### src/rtl/stepper_position_tracker_pkg.sv
// Shared types and constants for the stepper position tracker.
package stepper_position_tracker_pkg;

    localparam int POS_W_DEFAULT = 31;

    typedef enum logic [1:0] {
        HOME_IDLE = 2'd0,
        HOME_SEEK = 2'd1,
        HOME_DONE = 2'd2
    } home_state_t;

    // Signed limits of the default-width count; wrap is flagged when stepping past them.
    localparam logic [POS_W_DEFAULT-1:0] POS_MAX = {1'b0, {(POS_W_DEFAULT-1){1'b1}}};
    localparam logic [POS_W_DEFAULT-1:0] POS_MIN = {1'b1, {(POS_W_DEFAULT-1){1'b0}}};

endpackage

### src/rtl/stepper_position_tracker_in_sync_edge.sv
// Multi-flop synchronizer for one asynchronous input, with a rising-edge strobe
// derived from the last stage and a one-cycle delayed copy of it.
module stepper_position_tracker_in_sync_edge #(
    parameter int STAGES = 2
) (
    input  logic clk,
    input  logic reset_n,
    input  logic async_in,
    output logic level,
    output logic rise
);

    logic [STAGES-1:0] sync_q;
    logic              prev_q;

    always_ff @(posedge clk or negedge reset_n) begin
        if (!reset_n) begin
            sync_q <= '0;
            prev_q <= 1'b0;
        end else begin
            sync_q <= {sync_q[STAGES-2:0], async_in};
            prev_q <= sync_q[STAGES-1];
        end
    end

    assign level = sync_q[STAGES-1];
    assign rise  = sync_q[STAGES-1] & ~prev_q;

endmodule

### src/rtl/stepper_position_tracker.sv
// Step/dir position counter with endstop homing and software clear/load.
// Build option: define STEP_GLITCH_FILTER_EN to require FILT_CYC synced-high cycles per step.
module stepper_position_tracker
    import stepper_position_tracker_pkg::*;
#(
    parameter int POS_W       = POS_W_DEFAULT,
    parameter int SYNC_STAGES = 2,
    parameter int DIR_INVERT  = 0,
    parameter int FILT_CYC    = 4
) (
    input  logic             clk,
    input  logic             reset_n,
    input  logic             step_in,
    input  logic             dir_in,
    input  logic             endstop_in,
    input  logic             clear,
    input  logic             load,
    input  logic [POS_W-1:0] load_val,
    input  logic             home_start,
    input  logic             home_abort,
    output logic [POS_W-1:0] position_out,
    output logic             wrap_flag,
    output logic             homed,
    output logic             homing_busy,
    output logic             home_done,
    output logic [1:0]       home_state_dbg
);

    localparam logic [POS_W-1:0] LIM_MAX = {1'b0, {(POS_W-1){1'b1}}};
    localparam logic [POS_W-1:0] LIM_MIN = {1'b1, {(POS_W-1){1'b0}}};

    logic step_level;
    logic step_rise;
    logic dir_level;
    logic dir_edge_unused;
    logic endstop_level_unused;
    logic endstop_rise;
    logic step_fire;
    logic dir_eff;

    stepper_position_tracker_in_sync_edge #(.STAGES(SYNC_STAGES)) u_step_sync (
        .clk      (clk),
        .reset_n  (reset_n),
        .async_in (step_in),
        .level    (step_level),
        .rise     (step_rise)
    );

    stepper_position_tracker_in_sync_edge #(.STAGES(SYNC_STAGES)) u_dir_sync (
        .clk      (clk),
        .reset_n  (reset_n),
        .async_in (dir_in),
        .level    (dir_level),
        .rise     (dir_edge_unused)
    );

    stepper_position_tracker_in_sync_edge #(.STAGES(SYNC_STAGES)) u_endstop_sync (
        .clk      (clk),
        .reset_n  (reset_n),
        .async_in (endstop_in),
        .level    (endstop_level_unused),
        .rise     (endstop_rise)
    );

`ifdef STEP_GLITCH_FILTER_EN
    localparam int RUN_W = $clog2(FILT_CYC + 1);

    logic [RUN_W-1:0] run_q;
    logic             step_rise_unused;

    // Run length saturates at FILT_CYC so a long pulse fires exactly once.
    always_ff @(posedge clk or negedge reset_n) begin
        if (!reset_n) begin
            run_q <= '0;
        end else if (!step_level) begin
            run_q <= '0;
        end else if (run_q != RUN_W'(FILT_CYC)) begin
            run_q <= run_q + RUN_W'(1);
        end
    end

    assign step_fire        = step_level && (run_q == RUN_W'(FILT_CYC - 1));
    assign step_rise_unused = step_rise;
`else
    localparam int FILT_CYC_UNUSED = FILT_CYC;

    assign step_fire = step_rise;
`endif

    assign dir_eff = dir_level ^ (DIR_INVERT != 0);

    home_state_t state_q;
    home_state_t state_d;
    logic        home_zero;
    logic        home_start_taken;

    always_ff @(posedge clk or negedge reset_n) begin
        if (!reset_n) begin
            state_q <= HOME_IDLE;
        end else begin
            state_q <= state_d;
        end
    end

    // Abort outranks a coincident endstop edge, so zeroing happens only without abort.
    always_comb begin
        state_d          = state_q;
        home_zero        = 1'b0;
        home_start_taken = 1'b0;
        case (state_q)
            HOME_IDLE: begin
                if (home_start) begin
                    state_d          = HOME_SEEK;
                    home_start_taken = 1'b1;
                end
            end
            HOME_SEEK: begin
                if (home_abort) begin
                    state_d = HOME_IDLE;
                end else if (endstop_rise) begin
                    state_d   = HOME_DONE;
                    home_zero = 1'b1;
                end
            end
            HOME_DONE: begin
                state_d = HOME_IDLE;
            end
            default: begin
                state_d = HOME_IDLE;
            end
        endcase
    end

    assign homing_busy    = (state_q == HOME_SEEK);
    assign home_done      = (state_q == HOME_DONE);
    assign home_state_dbg = state_q;

    // A step that coincides with clear, load or the homing zero is dropped.
    always_ff @(posedge clk or negedge reset_n) begin
        if (!reset_n) begin
            position_out <= '0;
            wrap_flag    <= 1'b0;
        end else if (clear) begin
            position_out <= '0;
            wrap_flag    <= 1'b0;
        end else if (load) begin
            position_out <= load_val;
        end else if (home_zero) begin
            position_out <= '0;
        end else if (step_fire) begin
            if (dir_eff) begin
                position_out <= position_out + POS_W'(1);
                if (position_out == LIM_MAX) begin
                    wrap_flag <= 1'b1;
                end
            end else begin
                position_out <= position_out - POS_W'(1);
                if (position_out == LIM_MIN) begin
                    wrap_flag <= 1'b1;
                end
            end
        end
    end

    always_ff @(posedge clk or negedge reset_n) begin
        if (!reset_n) begin
            homed <= 1'b0;
        end else if (clear || load || home_start_taken) begin
            homed <= 1'b0;
        end else if (home_zero) begin
            homed <= 1'b1;
        end
    end

endmodule

### config.mk
export PLATFORM = sky130hd
export DESIGN_NAME = stepper_position_tracker
export DESIGN_NICKNAME = d
export VERILOG_FILES = /design/src/rtl/stepper_position_tracker_pkg.sv /design/src/rtl/stepper_position_tracker_in_sync_edge.sv /design/src/rtl/stepper_position_tracker.sv
export SDC_FILE = /design/constraint.sdc
export NUM_CORES = 1
export LEC_CHECK = 0
export BUFFER_PORTS_ARGS = -buffer_cell sky130_fd_sc_hd__buf_4
export CELL_PAD_IN_SITES_DETAIL_PLACEMENT = 2
export CELL_PAD_IN_SITES_GLOBAL_PLACEMENT = 2
export CORE_MARGIN = 3
export CORE_UTILIZATION = 34
export CTS_CLUSTER_DIAMETER = 50
export CTS_CLUSTER_SIZE = 10
export DETAILED_ROUTE_END_ITERATION = 12
export PLACE_DENSITY = 0.82
export SLEW_MARGIN = 10
export SYNTH_ARGS = -nofsm -noshare
export SYNTH_HDL_FRONTEND = slang
export SYNTH_SLANG_ARGS = --single-unit
### constraint.sdc
create_clock -name clk -period 9.91 [get_ports clk]
set_input_delay 1.4865 -clock clk [delete_from_list [all_inputs] [get_ports clk]]
set_output_delay 1.4865 -clock clk [all_outputs]
set_load 0.01 [all_outputs]
Yosys cells after proc, flatten, opt, wreduce, memory -nomap -nowiden

Cells that the tools add are included.

Output and inout bits: 37
Memories kept: 0
Word-level logic and storage cells: 56
Memory bits (writable): 0
Latch bits: 0
Bits in registers: 43
ROM bits: 0
Bits of input ports: 40

Div/mod/pow operators: 0
Add/sub/neg operators: 2
Mux-type cells: 23
Multipliers: 0
Reductions and logical operators: 9
Equality and inequality tests: 9
Shift operators: 0
Bitwise operators: 4
$lt $le $gt $ge: 0

Operators with widths:

| cell                  | count |
|---|---|
| $mux 31               | 5 |
| $add 31x1->31 const B | 1 |
| $eq 31x30->1 const B  | 1 |
| $eq 31x31->1 const B  | 1 |
| $sub 31x1->31 const B | 1 |
| $mux 1                | 14 |
| $mux 2                | 3 |
| $ne 2x2->1 const B    | 3 |
| $reduce_and 5->1      | 1 |
| $pmux 2 s2            | 1 |
| $reduce_bool 2->1     | 2 |
| $reduce_bool 4->1     | 1 |
| $ne 3x2->1 const B    | 1 |
| $ne 3x3->1 const B    | 1 |
| $reduce_bool 3->1     | 1 |
| $and 1x1->1           | 2 |
| $eq 2x1->1 const B    | 1 |
| $eq 2x2->1 const B    | 1 |
| $logic_not 2->1       | 1 |
| $logic_or 1x1->1      | 2 |
| $not 1->1             | 2 |
| $reduce_and 2->1      | 1 |

Logic depth before layout (Yosys ltp)

Gate-level depths: netlist of run 1.

Word-level depth: 8
Gate-level depth with buffers: 12
Gate-level depth less buffers: 11

Hierarchy

From an unflattened synthesis of run 1, not the netlist that was laid out.

Cells, all modules: 422
Area total of the unflattened synthesis: 3554.7 sq um

By module, submodules not included:

| module                                | area an instance (sq um) | cells an instance | instances | seq. area each (sq um) |
|---|---|---|---|---|
| stepper_position_tracker              | 3288.2                   | 410               | 1         | 875.8 |
| stepper_position_tracker_in_sync_edge | 88.8                     | 4                 | 3         | 75.1 |

Worst setup path after synthesis of run 1

Ideal clock, no wire load.

Kind: reg2reg
Start: register u_dir_sync.sync_q[1]
End: register position_out[29]
Arrival: 3.276 ns
Slack: 6.501 ns
Period minus slack after synthesis: 3.409 ns
Stages on the path, launching flop included: 12
Library setup time: 0.133 ns
Path through: dfrtp_1 inv_1 ha_1 and3_1 a22o_1 a2111oi_2 o21ai_1 o31a_1 o211a_1 a211oi_2 mux2i_1 a211oi_2

Longest elaborated chain between the ends: 5

Ends and longest elaborated chain:

| what                     | RTL line                                    | RTL |
|---|---|---|
| start: declaration       | stepper_position_tracker_in_sync_edge.sv:13 | `logic [STAGES-1:0] sync_q;` |
| start signal: assignment | stepper_position_tracker_in_sync_edge.sv:21 | `sync_q <= {sync_q[STAGES-2:0], async_in};` |
| $mux 31                  | stepper_position_tracker.sv:151             | `if (dir_eff) begin` |
| $mux 31                  | stepper_position_tracker.sv:150             | `end else if (step_fire) begin` |
| $mux 31                  | stepper_position_tracker.sv:148             | `end else if (home_zero) begin` |
| $mux 31                  | stepper_position_tracker.sv:146             | `end else if (load) begin` |
| $mux 31                  | stepper_position_tracker.sv:143             | `end else if (clear) begin` |
| end signal: assignment   | stepper_position_tracker.sv:147             | `position_out <= load_val;` |
| end signal: assignment   | stepper_position_tracker.sv:152             | `position_out <= position_out + POS_W'(1);` |
| end signal: assignment   | stepper_position_tracker.sv:157             | `position_out <= position_out - POS_W'(1);` |
| end: declaration         | stepper_position_tracker.sv:21              | `output logic [POS_W-1:0] position_out,` |

No other way between the ends. The select of a mux whose other input is x is not followed.
A chain may end at the register's enable or synchronous reset.

Final worst setup path of run 1

Start: register u_dir_sync.sync_q[1]
End: register position_out[27]

The elaborated chain is that of the path after synthesis.

==> run summary, run 1 <==
• 0.409 — fraction of the cycle the final worst path needs
• 2 — H-tree levels
• 43 — post-synthesis register bit count
• 0.0627 — xor-xnor portion of the synthesized cell area
• 0.196 — post-synthesis share of cell area spent on and, or, nand and nor gates
• 30 — Worst Path Max Fanout
• sky130_fd_sc_hd__dfrtp_1 — Primary FF master, synth
• flop to flop — category of the critical setup timing path
• 5.74 — detailed-route vias per instance
• 424 — post-synthesis cell count
• flop to flop — class of the most critical hold timing path
• 135 mW/mm² — power per standard cell area
• 860 ps — crit-path max cell delay
• 10110 ps — Critical Path RT
• 3578 — Vias
• 4250 ps — Arrival @ worst endpoint
• 5860 ps — flop2flop setup slack
• 0 — number of setup violations in the final report
• no — unrepaired setup endpoints after global routing
• 0 — Post-synth EDFFs
• flop — capturing element type of the critical path
• u_endstop_sync.sync_q[0]$_DFF_PN0_ — Hold Path Origin
• 320 ps — clk_lat worst skew
• 0.0115 mm² — die footprint
• 0.0710 mV — VDD IR-drop max
• u_dir_sync.sync_q[1]$_DFF_PN0_ — Critical R2R Launch
• 0 — grt total ovfl
• 0.00108 mm² — Storage cell area
• 0.235 — Max-slew headroom
• 0 — number of antenna violations at the first check in global routing
• inv_1 -> ha_1 -> and3_1 -> a22o_1 -> a2111oi_2 -> o21ai_1 -> o31a_1 -> o41ai_2 -> o21ai_1 -> xnor2_1 -> o21ai_1 — critical path cell sequence
• 0.00860 — multiplexer area fraction after synthesis
• position_out[27]$_DFFE_PN0P_ — destination of the worst register-to-register timing path
• 107 µm — DIE WIDTH
• 0 — number of hold violations in the final report
• 5860 ps — worst path setup slack after routing
• sky130_fd_sc_hd__buf_4 (78), sky130_fd_sc_hd__a21oi_1 (46), sky130_fd_sc_hd__nor2_1 (43), sky130_fd_sc_hd__dfrtp_1 (43), sky130_fd_sc_hd__o21ai_0 (35) — most frequent cells in the layout
• 0 — quantity of gates resized following cts
• 0.308 — share of synthesized area occupied by flip-flops and latches
• 0.285 — Compound-Gate Fraction of Synth Area
• 11 — cell depth of the worst flop-to-flop path
• 36 — # rows
• 9540 µm — final HPWL from detailed placement
• 1.00 — proportion of register bits with asynchronous set or reset after synthesis
• 5930 ps — post-placement setup slack
• 44 — pin count of the biggest net entering global routing
• 5 — clock buffer count from CTS
• 0.00349 mm² — mapped cell area
• 4 — number of iterations in the first detailed-routing pass
• built — CTS tree
• flop — element type at the critical path start
• 0 — post-cts hold buffer count
• 22.3% — synthesis-to-layout area growth
• complete, no violations — status
• 0.575 mW — total power
• 0 ps — setup TNS
• 21300 µm — wire length of the first global-routing pass
• sky130_fd_sc_hd__buf_4 — most common library cell in the layout ignoring fill and taps
• 2 — CTS Buffer Depth
• 0 — Synth Warn #
• 0.00986 mm² — Core Footprint
• 12900 µm — Final Routed Wirelength
• 20.7 µm — routed len/inst
• 0 — hold path cells
• sky130_fd_sc_hd__clkbuf_8 — root buf cell
• 0 — count of unresolved DRC violations after routing
• 360 ps — final hold slack
• 0 — number of nets with antenna violations after routing
• 4050 ps — final critical delay including setup and external delays
• 108 — drt first-iter violations
• sky130_fd_sc_hd__o21ai_1 — most repeated library cell on the critical path
• 0.00232 mm² — area of the multi-input gates
• 0 — Max Transition Viols Final
• 43 — # clock sinks
• 2.05 nW — leakage power summed over all cells
• 0.866 — placer's final routability congestion estimate
• sky130_fd_sc_hd__inv_1 — master of the slowest instance on the critical path
• 0.110 — adder-cell area share of the yosys netlist
• 14.8 ps — clock tree skew after final layout
• 3997 — vias in the first global route
• u_endstop_sync.sync_q[1]$_DFF_PN0_ — end point of the most critical hold path
• compound AO/OA/AOI/OAI gates — cell family with the largest share of critical-path delay
• 8.23 µm² — Avg Synthesized Cell Area
• 54 — post-synth cell types
• 0.354 — initial standard-cell utilization of the core
• compound AO/OA/AOI/OAI gates — largest family of logic cells by synthesized area
• 1122 — number of fill cells
• 77 — Top-Level Pins
• 0.247 GHz — highest attainable clock frequency
• 100 ps — clock-pin transition on the worst setup and hold timing paths
• 1150 ps — actual transition at the worst max-transition pin
• 559 — post-layout net count
• 107 µm — vertical extent of the die
• 0 — antenna cells
• 0.234 — aggregate global-route resource usage
• 0 — max-cap viol count
• 0 — buffers inserted by post-CTS timing repair
• 0.200 — fraction of layout cells with a size suffix above 1
• 1 — count of buffering cells on the critical path with inverters included
• 76 — number of port buffers
• 494 — Synth Net Count
## cell usage after synthesis (8+ instances only)
library cell / n / area share
sky130_fd_sc_hd__xnor2_1: 18 / 0.045
sky130_fd_sc_hd__nand4_1: 16 / 0.029
sky130_fd_sc_hd__ha_1: 29 / 0.10
sky130_fd_sc_hd__nor4_1: 8 / 0.014
sky130_fd_sc_hd__dfrtp_1: 43 / 0.31
sky130_fd_sc_hd__nand2_1: 33 / 0.035
sky130_fd_sc_hd__o21ai_0: 35 / 0.050
sky130_fd_sc_hd__a21o_1: 21 / 0.045
sky130_fd_sc_hd__clkbuf_1: 20 / 0.022
sky130_fd_sc_hd__nor2_1: 43 / 0.046
sky130_fd_sc_hd__a21oi_1: 46 / 0.066
sky130_fd_sc_hd__inv_1: 8 / 0.0086
## state kept, by name (all words and copies together) (netlist names)
signal and count:
home_state_dbg 2, u_endstop_sync.sync_q 2, u_step_sync.sync_q 2, position_out 31
homed 1, u_dir_sync.sync_q 2, wrap_flag 1, u_endstop_sync.prev_q 1
u_step_sync.prev_q 1
## worst max-delay path by stage
stage / startpoint / to / cells past startpoint
4_1_cts: u_dir_sync.sync_q[1]$_DFF_PN0_ / position_out[27]$_DFFE_PN0P_ / 11
5_1_grt: u_dir_sync.sync_q[1]$_DFF_PN0_ / position_out[22]$_DFFE_PN0P_ / 11
3_5_place_dp: u_dir_sync.sync_q[1]$_DFF_PN0_ / position_out[29]$_DFFE_PN0P_ / 11
6_report: u_dir_sync.sync_q[1]$_DFF_PN0_ / position_out[27]$_DFFE_PN0P_ / 11
2_1_floorplan: u_dir_sync.sync_q[1]$_DFF_PN0_ / position_out[29]$_DFFE_PN0P_ / 11
3_3_place_gp: u_dir_sync.sync_q[1]$_DFF_PN0_ / position_out[29]$_DFFE_PN0P_ / 11
## layer usage
metal | up-vias | wire length [µm] | GRT usage
met5 | - | 0 | 0
met4 | 0 | 266 | 0.0658
met3 | 15 | 364 | 0.0306
met2 | 57 | 6520 | 0.408
met1 | 1803 | 5750 | 0.302
li1 | 1703 | - | -
## worst reg2reg max path: stages (launching register included)
cell                        delay [ps]
sky130_fd_sc_hd__dfrtp_1           460
sky130_fd_sc_hd__inv_1             860
sky130_fd_sc_hd__ha_1              460
sky130_fd_sc_hd__and3_1            240
sky130_fd_sc_hd__a22o_1            230
sky130_fd_sc_hd__a2111oi_2         350
sky130_fd_sc_hd__o21ai_1           200
sky130_fd_sc_hd__o31a_1            360
sky130_fd_sc_hd__o41ai_2           350
sky130_fd_sc_hd__o21ai_1           130
sky130_fd_sc_hd__xnor2_1           220
sky130_fd_sc_hd__o21ai_1            90
## stage by stage
| stage | util | instances | area [µm²] |
|---|---|---|---|
| floorplan | - | 424 | 3490 |
| global placement | 0.423 | 615 | 4180 |
| detailed placement | 0.423 | 615 | 4180 |
| CTS | 0.433 | 623 | 4270 |
| global route | 0.433 | 623 | 4270 |
| finish | 0.433 | 623 | 4270 |
## layout make-up
class                           instances  area share
Inverter                                8     0.00703
Clock buffer                            5      0.0161
Timing Repair Buffer                   78       0.137
Sequential cell                        43       0.252
Tap cell                              133      0.0390
Multi-Input combinational cell        353       0.543
Clock inverter                          3     0.00615
## report_power, final
part           internal, mW  switching, mW
Sequential            0.190         0.0243
Clock                0.0521         0.0792
Combinational         0.102          0.127
Total                 0.344          0.230
## logic make-up (layout without fill, tap and decap cells)
logic type	after synthesis	in the layout
AND/OR/NAND/NOR	140	140
adder cells (fa/ha/maj)	30	30
AO/OA/AOI/OAI	155	155
XOR/XNOR	25	25
buffers and inverters	28	94
multiplexers	3	3
flip-flops	43	43
Note: power is estimated with default switching activity, not from simulation.
==> inputs of run 2 (changes only) <==
--- a/config.mk
+++ b/config.mk
@@ -9,11 +9,11 @@
 export CELL_PAD_IN_SITES_DETAIL_PLACEMENT = 2
 export CELL_PAD_IN_SITES_GLOBAL_PLACEMENT = 2
 export CORE_MARGIN = 3
-export CORE_UTILIZATION = 34
+export CORE_UTILIZATION = 32
 export CTS_CLUSTER_DIAMETER = 50
 export CTS_CLUSTER_SIZE = 10
 export DETAILED_ROUTE_END_ITERATION = 12
-export PLACE_DENSITY = 0.82
+export PLACE_DENSITY = 0.78
 export SLEW_MARGIN = 10
 export SYNTH_ARGS = -nofsm -noshare
 export SYNTH_HDL_FRONTEND = slang
==> constraint.sdc (replaced) <==
create_clock -name clk -period 4.25 [get_ports clk]
set_input_delay 0.6375 -clock clk [delete_from_list [all_inputs] [get_ports clk]]
set_output_delay 0.6375 -clock clk [all_outputs]
set_load 0.01 [all_outputs]
==> run 2 against run 1 <==
Against the previous run: non-clock buffer count is 2 higher; sequential power rose by 130%; maximum frequency rose by 8.4%; clock skew barely moved.
==> run summary, run 2 (synthesized netlist as in run 1, its figures left out) <==
• complete, no violations — status
• 0.387 — part of the power in combinational logic
• sky130_fd_sc_hd__clkbuf_8 — root buf cell
• 23.5% — synthesis-to-layout area growth
• 0.267 GHz — highest attainable clock frequency
• 151 — drt first-iter violations
• sky130_fd_sc_hd__buf_4 (80), sky130_fd_sc_hd__a21oi_1 (46), sky130_fd_sc_hd__nor2_1 (43), sky130_fd_sc_hd__dfrtp_1 (43), sky130_fd_sc_hd__o21ai_0 (35) — most frequent cells in the layout
• 0.412 — Util after Layout
• 21100 µm — wire length of the first global-routing pass
• 0.895 — placer's final routability congestion estimate
• 76 — number of port buffers
• flop — element type at the critical path start
• 0.0247 — GR Layer Usage met3
• 0.861 mW — P_int
• 110 µm — vertical extent of the die
• 12500 µm — Final Routed Wirelength
• 0 — number of nets with antenna violations after routing
• sky130_fd_sc_hd__buf_4 — most common library cell in the layout ignoring fill and taps
• 3940 ps — Arrival @ worst endpoint
• 510 ps — flop2flop setup slack
• 44 — pin count of the biggest net entering global routing
• 4 — number of iterations in the first detailed-routing pass
• no — unrepaired setup endpoints after global routing
• 19.9 µm — routed len/inst
• 561 — post-layout net count
• 0 — antenna cells
• input pin to asynchronous set/reset pin — class of the most critical hold timing path
• 310 ps — clk_lat worst skew
• inv_1 -> ha_1 -> and3_1 -> a22o_1 -> a2111oi_2 -> o21ai_1 -> o31a_1 -> o211a_1 -> a211oi_2 -> mux2i_1 -> a211oi_2 — critical path cell sequence
• compound AO/OA/AOI/OAI gates — cell family with the largest share of critical-path delay
• 5 — clock buffer count from CTS
• 17 — Worst Path Max Fanout
• 31 — number of flip-flops in the largest register
• 2 — CTS Buffer Depth
• 0 — quantity of gates resized following cts
• 0.291 — Max-slew headroom
• 0.880 — fraction of the cycle the final worst path needs
• 5.69 — detailed-route vias per instance
• 0.522 mW — net switching power
• 1 — count of buffering cells on the critical path with inverters included
• flop — capturing element type of the critical path
• 0.334 — initial standard-cell utilization of the core
• 110 ps — clock-pin transition on the worst setup and hold timing paths
• met2 — most used routing layer in global routing
• sky130_fd_sc_hd__a211oi_2 — most repeated library cell on the critical path
• 0 — number of hold violations in the final report
• 2.07 nW — leakage power summed over all cells
• 15.3 ps — clock tree skew after final layout
• 0.0122 mm² — die footprint
• 0 — number of setup violations in the final report
• 0.371 — global-route track usage on met2
• 1060 ps — actual transition at the worst max-transition pin
• 9500 µm — final HPWL from detailed placement
• 321 mW/mm² — power per standard cell area
• 4440 ps — Critical Path RT
• 0 — max-cap viol count
• 0.278 — GR met1 Demand/Resource
• 3572 — Vias
• 37 — # rows
• 0 — grt total ovfl
• 0.0105 mm² — Core Footprint
• 77 — Top-Level Pins
• 0 — number of antenna violations at the first check in global routing
• 0.252 — relative contribution of the clock network to total power
• 0 — count of unresolved DRC violations after routing
• position_out — largest register by flop count
• 0 — post-cts hold buffer count
• flop to flop — category of the critical setup timing path
• 0 ps — setup TNS
• 0.377 — switch share
• 0.361 — sequential share of power
• 0.00419 mm² — Area after DPL
• 0 — Max Transition Viols Final
• 0.209 — aggregate global-route resource usage
• 2 — H-tree levels
• 3740 ps — final critical delay including setup and external delays
• built — CTS tree
• 490 ps — crit-path max cell delay
• 43 — # clock sinks
• 0.203 — fraction of layout cells with a size suffix above 1
• sky130_fd_sc_hd__inv_1 — master of the slowest instance on the critical path
• 0.00431 mm² — design area
• 0 — buffers inserted by post-CTS timing repair
• 0.127 mV — VDD IR-drop max
• 3896 — vias in the first global route
• 110 µm — DIE WIDTH
[run 2: cell types whose count changed in the layout (fill, tap and decap cells not counted)]
| cell | change |
|---|---|
| sky130_fd_sc_hd__inv_6 | -1 |
| sky130_fd_sc_hd__buf_4 | +2 |
| sky130_fd_sc_hd__bufinv_16 | +1 |
[run 2: layout make-up]
class	count	area [µm²]
clock buffer	5	68.8
inverter	8	30.0
clock inverter	3	47.5
tap	136	170
multi-input combinational	353	2320
sequential	43	1080
timing repair buffer	80	601
fill	1222	6150
[run 2: layer usage]
metal,vias to the layer above,part of all wire
met1,1806,0.46
met5,-,0
met4,0,0.0068
li1,1710,-
met2,49,0.51
met3,7,0.022
[run 2: power groups by stage]
stage               Combinational, mW  Clock (mW)  Sequential (mW)
finish                          0.535       0.349            0.499
CTS                             0.539       0.361            0.500
detailed placement              0.535           0            0.507
global placement                0.517           0            0.505
floorplan                       0.332           0            0.503
global route                    0.598       0.381            0.508
[run 2: worst reg2reg max path: stages (launching register included)]
cell and delay (ps):
sky130_fd_sc_hd__dfrtp_1 460, sky130_fd_sc_hd__inv_1 490, sky130_fd_sc_hd__ha_1 410, sky130_fd_sc_hd__and3_1 240, sky130_fd_sc_hd__a22o_1 240, sky130_fd_sc_hd__a2111oi_2 380, sky130_fd_sc_hd__o21ai_1 220, sky130_fd_sc_hd__o31a_1 370
sky130_fd_sc_hd__o211a_1 230, sky130_fd_sc_hd__a211oi_2 230, sky130_fd_sc_hd__mux2i_1 280, sky130_fd_sc_hd__a211oi_2 80
[run 2: path summary, 6_finish.rpt]
check,start,to,depth (start not counted)
setup / recovery,u_dir_sync.sync_q[1]$_DFF_PN0_,position_out[29]$_DFFE_PN0P_,11
hold / removal,reset_n,position_out[29]$_DFFE_PN0P_,1
setup reg to reg,u_dir_sync.sync_q[1]$_DFF_PN0_,position_out[29]$_DFFE_PN0P_,11
hold reg to reg,u_dir_sync.sync_q[0]$_DFF_PN0_,u_dir_sync.sync_q[1]$_DFF_PN0_,0
max in group asynchronous,reset_n,position_out[20]$_DFFE_PN0P_,1
min in group clk,u_dir_sync.sync_q[0]$_DFF_PN0_,u_dir_sync.sync_q[1]$_DFF_PN0_,0
[run 2: per-stage QoR]
step	std cells	power, mW	hold WS (ps)	worst slack, ps
CTS	628	1.40	341	474
detailed placement	620	1.04	336	555
global route	628	1.49	366	275
floorplan	424	0.835	331	841
finish	628	1.38	329	508
global placement	620	1.02	332	726
==> inputs of run 3 (changes only) <==
--- a/config.mk
+++ b/config.mk
@@ -14,6 +14,7 @@
 export CTS_CLUSTER_SIZE = 10
 export DETAILED_ROUTE_END_ITERATION = 12
 export PLACE_DENSITY = 0.78
+export RECOVER_POWER = 25
 export SLEW_MARGIN = 10
 export SYNTH_ARGS = -nofsm -noshare
 export SYNTH_HDL_FRONTEND = slang
==> run 3 against run 2 <==
Against the previous run: global-route usage did not move; final cell count stayed put; sequential power is essentially flat; the flow now finishes with violations (capacitance limit, slew limit); register-to-register slack about the same; final area about the same; routed wire length barely moved; clock skew hardly changed; sequential share of layout area hardly changed; largest cell class unchanged; maximum frequency hardly changed; first-iteration DRC count is 11% lower; critical path type unchanged; worst hold slack gained 16 ps; combinational power about the same.
==> run summary, run 3 (synthesized netlist as in run 1, its figures left out) <==
• position_out — largest register by flop count
• 0.880 — fraction of the cycle the final worst path needs
• 21100 µm — wire length of the first global-routing pass
• 110 ps — clock-pin transition on the worst setup and hold timing paths
• 31 — number of flip-flops in the largest register
• position_out[29]$_DFFE_PN0P_ — worst setup path endpoint
• 11 — cell depth of the worst flop-to-flop path
• flop — capturing element type of the critical path
• 110 µm — DIE WIDTH
• 23.4% — synthesis-to-layout area growth
• capacitance limit, slew limit — failing checks
• complete, but fails checks — status
• 44 — pin count of the biggest net entering global routing
• 1 — max-cap viol count
• 0.267 GHz — highest attainable clock frequency
• 0 — number of setup violations in the final report
• 2540 ps — actual transition at the worst max-transition pin
• 0 — post-cts hold buffer count
• 0.125 mV — VDD IR-drop max
• 135 — drt first-iter violations
• 19.9 µm — routed len/inst
• 0.522 mW — net switching power
• 0.201 — fraction of layout cells with a size suffix above 1
• 2 — H-tree levels
• 17 — Worst Path Max Fanout
• 0.209 — aggregate global-route resource usage
• 9500 µm — final HPWL from detailed placement
• flop to flop — class of the most critical hold timing path
• 0.361 — sequential share of power
• 3930 ps — Arrival @ worst endpoint
• 0.378 — switch share
• 0 — count of unresolved DRC violations after routing
• u_dir_sync.sync_q[1]$_DFF_PN0_ — Critical R2R Launch
• 4440 ps — Critical Path RT
• 0.386 — part of the power in combinational logic
• 561 — post-layout net count
• 0.0122 mm² — die footprint
• 110 µm — vertical extent of the die
• 37 — # rows
• u_dir_sync.sync_q[1]$_DFF_PN0_ — worst setup path start
• 0 — buffers inserted by post-CTS timing repair
• 3740 ps — final critical delay including setup and external delays
• sky130_fd_sc_hd__buf_4 (76), sky130_fd_sc_hd__a21oi_1 (46), sky130_fd_sc_hd__nor2_1 (43), sky130_fd_sc_hd__dfrtp_1 (43), sky130_fd_sc_hd__o21ai_0 (35) — most frequent cells in the layout
• 0.334 — initial standard-cell utilization of the core
• position_out[29]$_DFFE_PN0P_ — destination of the worst register-to-register timing path
• sky130_fd_sc_hd__clkbuf_8 — root buf cell
• no — unrepaired setup endpoints after global routing
• 43 — # clock sinks
• 346 ps — final hold slack
• 0.00431 mm² — design area
• 0.860 mW — P_int
• -0.690 — Max-slew headroom
• flop — element type at the critical path start
• 0 — antenna cells
• 0 ps — setup TNS
• 0.00419 mm² — Area after DPL
• 77 — Top-Level Pins
• 0 — number of hold violations in the final report
• 4 — number of iterations in the first detailed-routing pass
• 0 — number of antenna violations at the first check in global routing
• 321 mW/mm² — power per standard cell area
• 76 — number of port buffers
• 0.412 — Util after Layout
• 0 — quantity of gates resized following cts
• 0.253 — relative contribution of the clock network to total power
• flop to flop — category of the critical setup timing path
• 3572 — Vias
• 2 — CTS Buffer Depth
• 2.06 nW — leakage power summed over all cells
• 3896 — vias in the first global route
• built — CTS tree
• 0 — number of nets with antenna violations after routing
• 12500 µm — Final Routed Wirelength
• 5 — clock buffer count from CTS
• 15.3 ps — clock tree skew after final layout
• sky130_fd_sc_hd__buf_4 — most common library cell in the layout ignoring fill and taps
• 0.0105 mm² — Core Footprint
• 0 — grt total ovfl
• 5.69 — detailed-route vias per instance
• 510 ps — flop2flop setup slack
• 0.895 — placer's final routability congestion estimate
• 44 — Max Transition Viols Final
• 310 ps — clk_lat worst skew
==> run 3: changes by cell type in the layout (fill, tap and decap cells not counted), sizes merged <==
cell,change
buf,-4
clkbuf,+4
==> run 3: how the worst min path moves through the flow <==
stage	startpoint	to	depth (start not counted)
after floorplan	u_dir_sync.sync_q[0]$_DFF_PN0_	u_dir_sync.sync_q[1]$_DFF_PN0_	0
after global placement	u_endstop_sync.sync_q[0]$_DFF_PN0_	u_endstop_sync.sync_q[1]$_DFF_PN0_	0
after detailed placement	u_dir_sync.sync_q[0]$_DFF_PN0_	u_dir_sync.sync_q[1]$_DFF_PN0_	0
after CTS	reset_n	position_out[29]$_DFFE_PN0P_	1
after global routing	u_step_sync.sync_q[0]$_DFF_PN0_	u_step_sync.sync_q[1]$_DFF_PN0_	0
final	u_dir_sync.sync_q[0]$_DFF_PN0_	u_dir_sync.sync_q[1]$_DFF_PN0_	0
==> run 3: power groups by stage <==
stage	Combinational (mW)	Clock (mW)	Sequential, mW
2_1_floorplan	0.332	0	0.503
3_3_place_gp	0.517	0	0.505
3_5_place_dp	0.535	0	0.507
4_1_cts	0.539	0.361	0.500
5_1_grt	0.597	0.381	0.508
6_report	0.534	0.349	0.499
==> run 3: critical path, cell delays in order (launching register included) <==
cell and delay, ps:
sky130_fd_sc_hd__dfrtp_1 460, sky130_fd_sc_hd__inv_1 490, sky130_fd_sc_hd__ha_1 410, sky130_fd_sc_hd__and3_1 240, sky130_fd_sc_hd__a22o_1 240, sky130_fd_sc_hd__a2111oi_2 380
sky130_fd_sc_hd__o21ai_1 220, sky130_fd_sc_hd__o31a_1 370, sky130_fd_sc_hd__o211a_1 230, sky130_fd_sc_hd__a211oi_2 230, sky130_fd_sc_hd__mux2i_1 280, sky130_fd_sc_hd__a211oi_2 70
==> run 3: routing by layer <==
layer | share of wire | GRT usage | vias up
met5 | 0 | 0 | -
met4 | 0.0068 | 0.0287 | 0
met3 | 0.022 | 0.0247 | 7
met2 | 0.51 | 0.371 | 49
met1 | 0.46 | 0.278 | 1804
li1 | - | - | 1712
==> run 3: cell type report <==
cell class	count	area (µm²)
clock buffer	5	68.8
clock inverter	3	47.5
fill	1223	6160
inverter	8	30.0
multi-input combinational	353	2320
sequential	43	1080
tap	136	170
timing repair buffer	80	597
==> run 3: through the flow <==
step	power [mW]	std cells	worst slack, ps
6_report	1.38	628	511
5_1_grt	1.49	628	275
4_1_cts	1.40	628	474
3_5_place_dp	1.04	620	555
3_3_place_gp	1.02	620	726
2_1_floorplan	0.835	424	841
